--- config.mk ---
export PLATFORM = sky130hd
export DESIGN_NAME = timebase_timer
export DESIGN_NICKNAME = d
export VERILOG_FILES = /design/src/rtl/timebase_pkg.sv /design/src/rtl/timebase_tick_prescaler.sv /design/src/rtl/timebase_timer.sv
export SDC_FILE = /design/constraint.sdc
export NUM_CORES = 1
export LEC_CHECK = 0
export ABC_AREA = 1
export CAP_MARGIN = 20
export CORE_MARGIN = 1
export CORE_UTILIZATION = 57
export DETAILED_ROUTE_END_ITERATION = 8
export GPL_ROUTABILITY_DRIVEN = 0
export PLACE_DENSITY = 0.87
export SYNTH_ARGS = -nofsm -noshare
export SYNTH_HDL_FRONTEND = slang
export SYNTH_HIERARCHICAL = 1
export SYNTH_SLANG_ARGS = --single-unit
--- constraint.sdc ---
create_clock -name clk -period 2.8 [get_ports clk]
set_input_delay 0.56 -clock clk [delete_from_list [all_inputs] [get_ports clk]]
set_output_delay 0.56 -clock clk [all_outputs]
set_load 0.01 [all_outputs]
--- src/rtl/timebase_pkg.sv ---
// rtl/timebase_pkg.sv - shared constants, alarm state type and clock-divider helpers for timebase_timer
package timebase_pkg;

    localparam int US_PER_MS = 1000;
    localparam int HZ_PER_MHZ = 1_000_000;

    typedef enum logic {
        IDLE = 1'b0,
        RUN  = 1'b1
    } alarm_state_t;

    // Clocks per microsecond for a given system clock.
    function automatic int calc_div(input int clk_hz);
        return clk_hz / HZ_PER_MHZ;
    endfunction

    // A usable clock is a whole number of MHz, at least 1 MHz.
    function automatic bit clk_hz_ok(input int clk_hz);
        return (clk_hz >= HZ_PER_MHZ) && ((clk_hz % HZ_PER_MHZ) == 0);
    endfunction

endpackage

--- src/rtl/timebase_tick_prescaler.sv ---
// rtl/timebase_tick_prescaler.sv - modulo-DIV event counter producing a registered one-cycle tick
module tick_prescaler #(
    parameter int DIV = 1
) (
    input  logic clk,
    input  logic rst,
    input  logic clr,
    input  logic en,
    output logic wrap,
    output logic tick_out
);

    localparam int CW = (DIV > 1) ? $clog2(DIV) : 1;
    localparam logic [CW-1:0] LAST = CW'(DIV - 1);

    logic [CW-1:0] cnt;

    // wrap marks the enabled event that completes a period; callers use it to
    // update state on the same edge that raises tick_out.
    assign wrap = en && (cnt == LAST);

    // Count enabled events 0..DIV-1; tick_out is high for the cycle after the last one.
    always_ff @(posedge clk) begin
        if (rst || clr) begin
            cnt      <= '0;
            tick_out <= 1'b0;
        end else begin
            tick_out <= wrap;
            if (en) begin
                cnt <= wrap ? '0 : cnt + 1'b1;
            end
        end
    end

endmodule

--- src/rtl/timebase_timer.sv ---
// rtl/timebase_timer.sv - us/ms timebase with one-shot/periodic alarm; TIMEBASE_SATURATE_EN makes the counters saturate
module timebase_timer
    import timebase_pkg::*;
#(
    parameter int CLK_HZ = 50_000_000,
    parameter int CNT_W  = 32
) (
    input  logic             clk,
    input  logic             rst,
    input  logic             clr,
    output logic [CNT_W-1:0] time_us,
    output logic [CNT_W-1:0] time_ms,
    output logic             us_tick,
    output logic             ms_tick,
    input  logic             alarm_start,
    input  logic [CNT_W-1:0] alarm_us,
    input  logic             alarm_periodic,
    input  logic             alarm_cancel,
    output logic             alarm_busy,
    output logic             alarm_done
);

    localparam int DIV = calc_div(CLK_HZ);

    generate
        if (!clk_hz_ok(CLK_HZ)) begin : g_bad_clk_hz
            $error("timebase_timer: CLK_HZ must be a whole number of MHz, at least 1 MHz");
        end
    endgenerate

    logic us_wrap;
    logic ms_wrap;

    alarm_state_t     state;
    logic [CNT_W-1:0] remain;
    logic [CNT_W-1:0] reload;
    logic             periodic;

    tick_prescaler #(.DIV(DIV)) u_us_presc (
        .clk      (clk),
        .rst      (rst),
        .clr      (clr),
        .en       (1'b1),
        .wrap     (us_wrap),
        .tick_out (us_tick)
    );

    // Counts microseconds rather than clocks, so ms_tick lines up with us_tick.
    tick_prescaler #(.DIV(US_PER_MS)) u_ms_presc (
        .clk      (clk),
        .rst      (rst),
        .clr      (clr),
        .en       (us_wrap),
        .wrap     (ms_wrap),
        .tick_out (ms_tick)
    );

    // Free-running time counters, stepped on the edge that raises the matching tick.
    always_ff @(posedge clk) begin
        if (rst || clr) begin
            time_us <= '0;
            time_ms <= '0;
        end else begin
`ifdef TIMEBASE_SATURATE_EN
            if (us_wrap && (time_us != '1)) time_us <= time_us + 1'b1;
            if (ms_wrap && (time_ms != '1)) time_ms <= time_ms + 1'b1;
`else
            if (us_wrap) time_us <= time_us + 1'b1;
            if (ms_wrap) time_ms <= time_ms + 1'b1;
`endif
        end
    end

    // Alarm FSM: cancel beats start, start beats expiry; busy/done are registered.
    always_ff @(posedge clk) begin
        if (rst || clr) begin
            state      <= IDLE;
            remain     <= '0;
            reload     <= '0;
            periodic   <= 1'b0;
            alarm_busy <= 1'b0;
            alarm_done <= 1'b0;
        end else begin
            alarm_done <= 1'b0;
            if (alarm_cancel) begin
                state      <= IDLE;
                alarm_busy <= 1'b0;
            end else if (alarm_start) begin
                if (alarm_us != '0) begin
                    remain     <= alarm_us;
                    reload     <= alarm_us;
                    periodic   <= alarm_periodic;
                    state      <= RUN;
                    alarm_busy <= 1'b1;
                end else begin
                    state      <= IDLE;
                    alarm_busy <= 1'b0;
                    alarm_done <= 1'b1;
                end
            end else if ((state == RUN) && us_tick) begin
                if (remain == CNT_W'(1)) begin
                    alarm_done <= 1'b1;
                    if (periodic) begin
                        remain <= reload;
                    end else begin
                        state      <= IDLE;
                        alarm_busy <= 1'b0;
                    end
                end else begin
                    remain <= remain - 1'b1;
                end
            end
        end
    end

endmodule

==> results of run 1 <==
[path summary, 6_finish.rpt]
check	from	to	slack, ns	depth (start not counted)
worst min-delay path	time_us[31]	time_us[31]	0.46	2
worst max register to register	u_us_presc/cnt[1]	time_ms[14]	0.26	19
worst max-delay path	u_us_presc/cnt[1]	time_ms[14]	0.26	19
worst min register to register	time_us[31]	time_us[31]	0.46	2
[through the flow]
step                util (%)  std cells  power (mW)  TNS [ns]
finish                  71.3       1760        5.45         0
floorplan                  -       1455        2.74         0
global route            71.3       1760        5.66   -0.0345
CTS                     71.1       1760        5.46         0
detailed placement      66.9       1728        2.96         0
global placement        66.9       1728        2.95         0
[cell usage in the layout, fill, tap and decap left out, drive strengths merged, types with 3 or more instances in the layout]
master         netlist  layout
xnor2                4       4
o21a                 4       4
bufinv               0       4
and3                 3       3
a31oi                5       5
nor2               287     287
clkdlybuf4s50        0     105
xor2                10      10
dfxtp              149     149
clkbuf              23      19
inv                168     173
nand2              410     410
a211oi               3       3
nand3b               3       3
nand4               23      23
o21bai               3       3
clkinv               1       3
conb                 1       5
buf                 18      21
nor3b                5       5
or2                  4       4
o21ai               70      70
ha                   7       7
nor3                61      61
a21oi               76      76
nand3              109     109
[sequential cells by signal, indices dropped and copies added, names as in the netlist]
name and cells:
time_us 32, u_ms_presc/cnt 10, periodic 1, time_ms 32
remain 32, reload 32, state 1, u_us_presc/cnt 6
u_ms_presc/tick_out 1, u_us_presc/tick_out 1, alarm_done 1
[cell type report]
type                    count  area (µm²)
repair buffers            126        1260
clock inverters            13         191
inverters                 169         634
clock buffers              19         453
flip-flops and latches    149        2980
well taps                 188         235
multi-input cells        1096        5080
fillers                  1268        4370
[tightest hold or removal path, stage by stage, from the launching register on]
cell and delay, ns:
dfxtp_1 0.32, inv_1 0.05, a21oi_1 0.05
[power by group through the flow]
stage	clock [mW]	combinational [mW]	sequential [mW]
global placement	0	0.725	2.23
floorplan	0	0.522	2.22
global route	2.63	0.845	2.19
CTS	2.53	0.742	2.18
finish	2.52	0.752	2.18
detailed placement	0	0.735	2.23
[per-layer routing]
layer  global-route usage, %  vias up  share of wire (%)  wire, µm
met1                    36.9     4417                 40     10100
met2                    55.8      423                 49     12400
li1                        -     4816                  -         -
met5                       0        -                  0         0
met3                    6.71       71                7.4      1880
met4                    15.3        0                3.6       918
[cell families (layout without fill, tap and decap cells)]
kind of cell,count (synthesis),in the layout,synth area share (%)
buffers and inverters,210,327,9.67
AO/OA/AOI/OAI,163,163,9.93
other,1,5,0.0423
XOR/XNOR,14,14,1.38
AND/OR/NAND/NOR,907,907,44.4
adder cells (fa/ha/maj),7,7,0.987
flip-flops,149,149,33.6
[repair_timing]
action	in CTS	in global routing
endpoints found under the setup margin	0	9
buffers inserted	0	0
resized for setup	0	7
==> flow_summary.yaml, run 1 <==
power:
  p_int_mw: 3.98
  combPwrFrac_pct: 13.8
  ir_drop_mv: 0.424
  clkPwrFrac_pct: 46.2
  p_leak_nw: 4.54
  seqPwrFrac_pct: 40.0
  switching_share_pct: 27.1
  power_density_nw_per_um2: 503
  p_switching_mw: 1.48
worst_setup_path:
  slowest_delay_ns: 0.34
  crit_fanout: 10
  path_cells: "inv_1, ha_1, nand2_1, nor2_1, nand2_2, inv_1, nand2_1, nor2_1, nand3_2, inv_1, buf_4, nand3_1, inv_1, nand2_1, nor2_2, nand3_1, nor2_1, a21oi_1, o21a_1"
  path_common_cell: "inv_1"
  arrival_ns: 2.87
  critPathBufInv: 5
  crit_type: "reg -> reg"
  crit_slowest_cell: "dfxtp_1"
  crit_required_ns: 3.13
  cp-end-kind: "register"
  start_kind: "register"
  cp_top_family: "simple AND/OR/NAND/NOR gates"
synthesis:
  synth-seq-cells: 149
  ys_warn_count: 6
  ys.flop_type: "dfxtp_1"
  synth.avg_cell_area_um2: 6.12
  synth_edf_count: 0
  ys_seq_area_share_pct: 33.6
  synth_async_sr_flop_share_pct: 0
  netlist_instances: 1451
  netlist_top_cells_count: "397 x nand2_1, 263 x nor2_1, 167 x inv_1"
  synthesis.area_um2: 8870
  synth.distinct_cells: 43
  yosys.cell_count.top_type: "nand2_1"
  synth_area_leaders: "dfxtp_1 34%, nand2_1 17%, nor2_1 11%"
  yosys.area.top_type_share_pct: 33.6
  yosys.area.top_type: "dfxtp_1"
floorplan:
  die_y_um: 127
  io_pins: 106
  initial_core_util_pct: 58.4
  design.core.area_um2: 15200
  die_area_um2: 16100
  fp.dieW_um: 127
  rows: 45
route:
  routed_wl_um: 25300
  dr_total_vias: 9727
  drc_errors: 0
  wire_per_inst_um: 14.4
  dr.pass1.iters: 5
  final_antenna_net_count: 0
  vias_per_cell: 5.53
  drtIter0Drc: 869
cts:
  cts_root_buf: "clkbuf_16"
  clockBufferDepth: 2
  cts_max_level: 4
  cts_tree: "done"
  cts_hold_buf: 0
  worstSkewPairLatency_ns: 0.44
  cts_made_buffers: 17
  clkTransAtPathRegs_ns: 0.07
  cts.sinks: 149
global_routing:
  grt_pass1_wl_um: 41000
  overflow: 0
  gr-usage-all-layers_pct: 31.8
  antenna_found_initial: 0
  grt_pass1_vias: 8900
  grt_max_degree: 69
finish:
  fin_area_um2: 10800
  layout-area-overhead-vs-synth_pct: 22.1
  diodes: 0
  nNetsFinal: 1604
  drive_above_1_share_pct: 7.12
sta:
  clock_skew_ns: 0.00775
  relSlewSlack_pct: 56.5
  setup_ws_ns: 0.260
  maxSlewViolCount: 0
  fin_crit_sh_pct: 90.7
  hold_slack_ns: 0.460
  worstMarginPinSlew_ns: 0.651
  hold_viol_final: 0
  finalSetupViolCount: 0
  fmax_ghz: 0.394
  finalCriticalPeriod_ns: 2.54
status:
  status: "finished, final reports clean"
place:
  place_hpwl_um: 17900
  pre_cts_ws_ns: 0.167
  portBuffers: 105
  placed_cell_area_um2: 10200
job:
  cap_viol_max_count: 0
hold_path:
  min_path_type: "reg -> reg"
No activity file was read; power rests on OpenSTA's default activity.
==> inputs of run 2 (changes only) <==
SLEW_MARGIN = 20   (was unset)
==> results of run 2 <==
No change in the layout: final DEF, timing and power equal those of run 1.
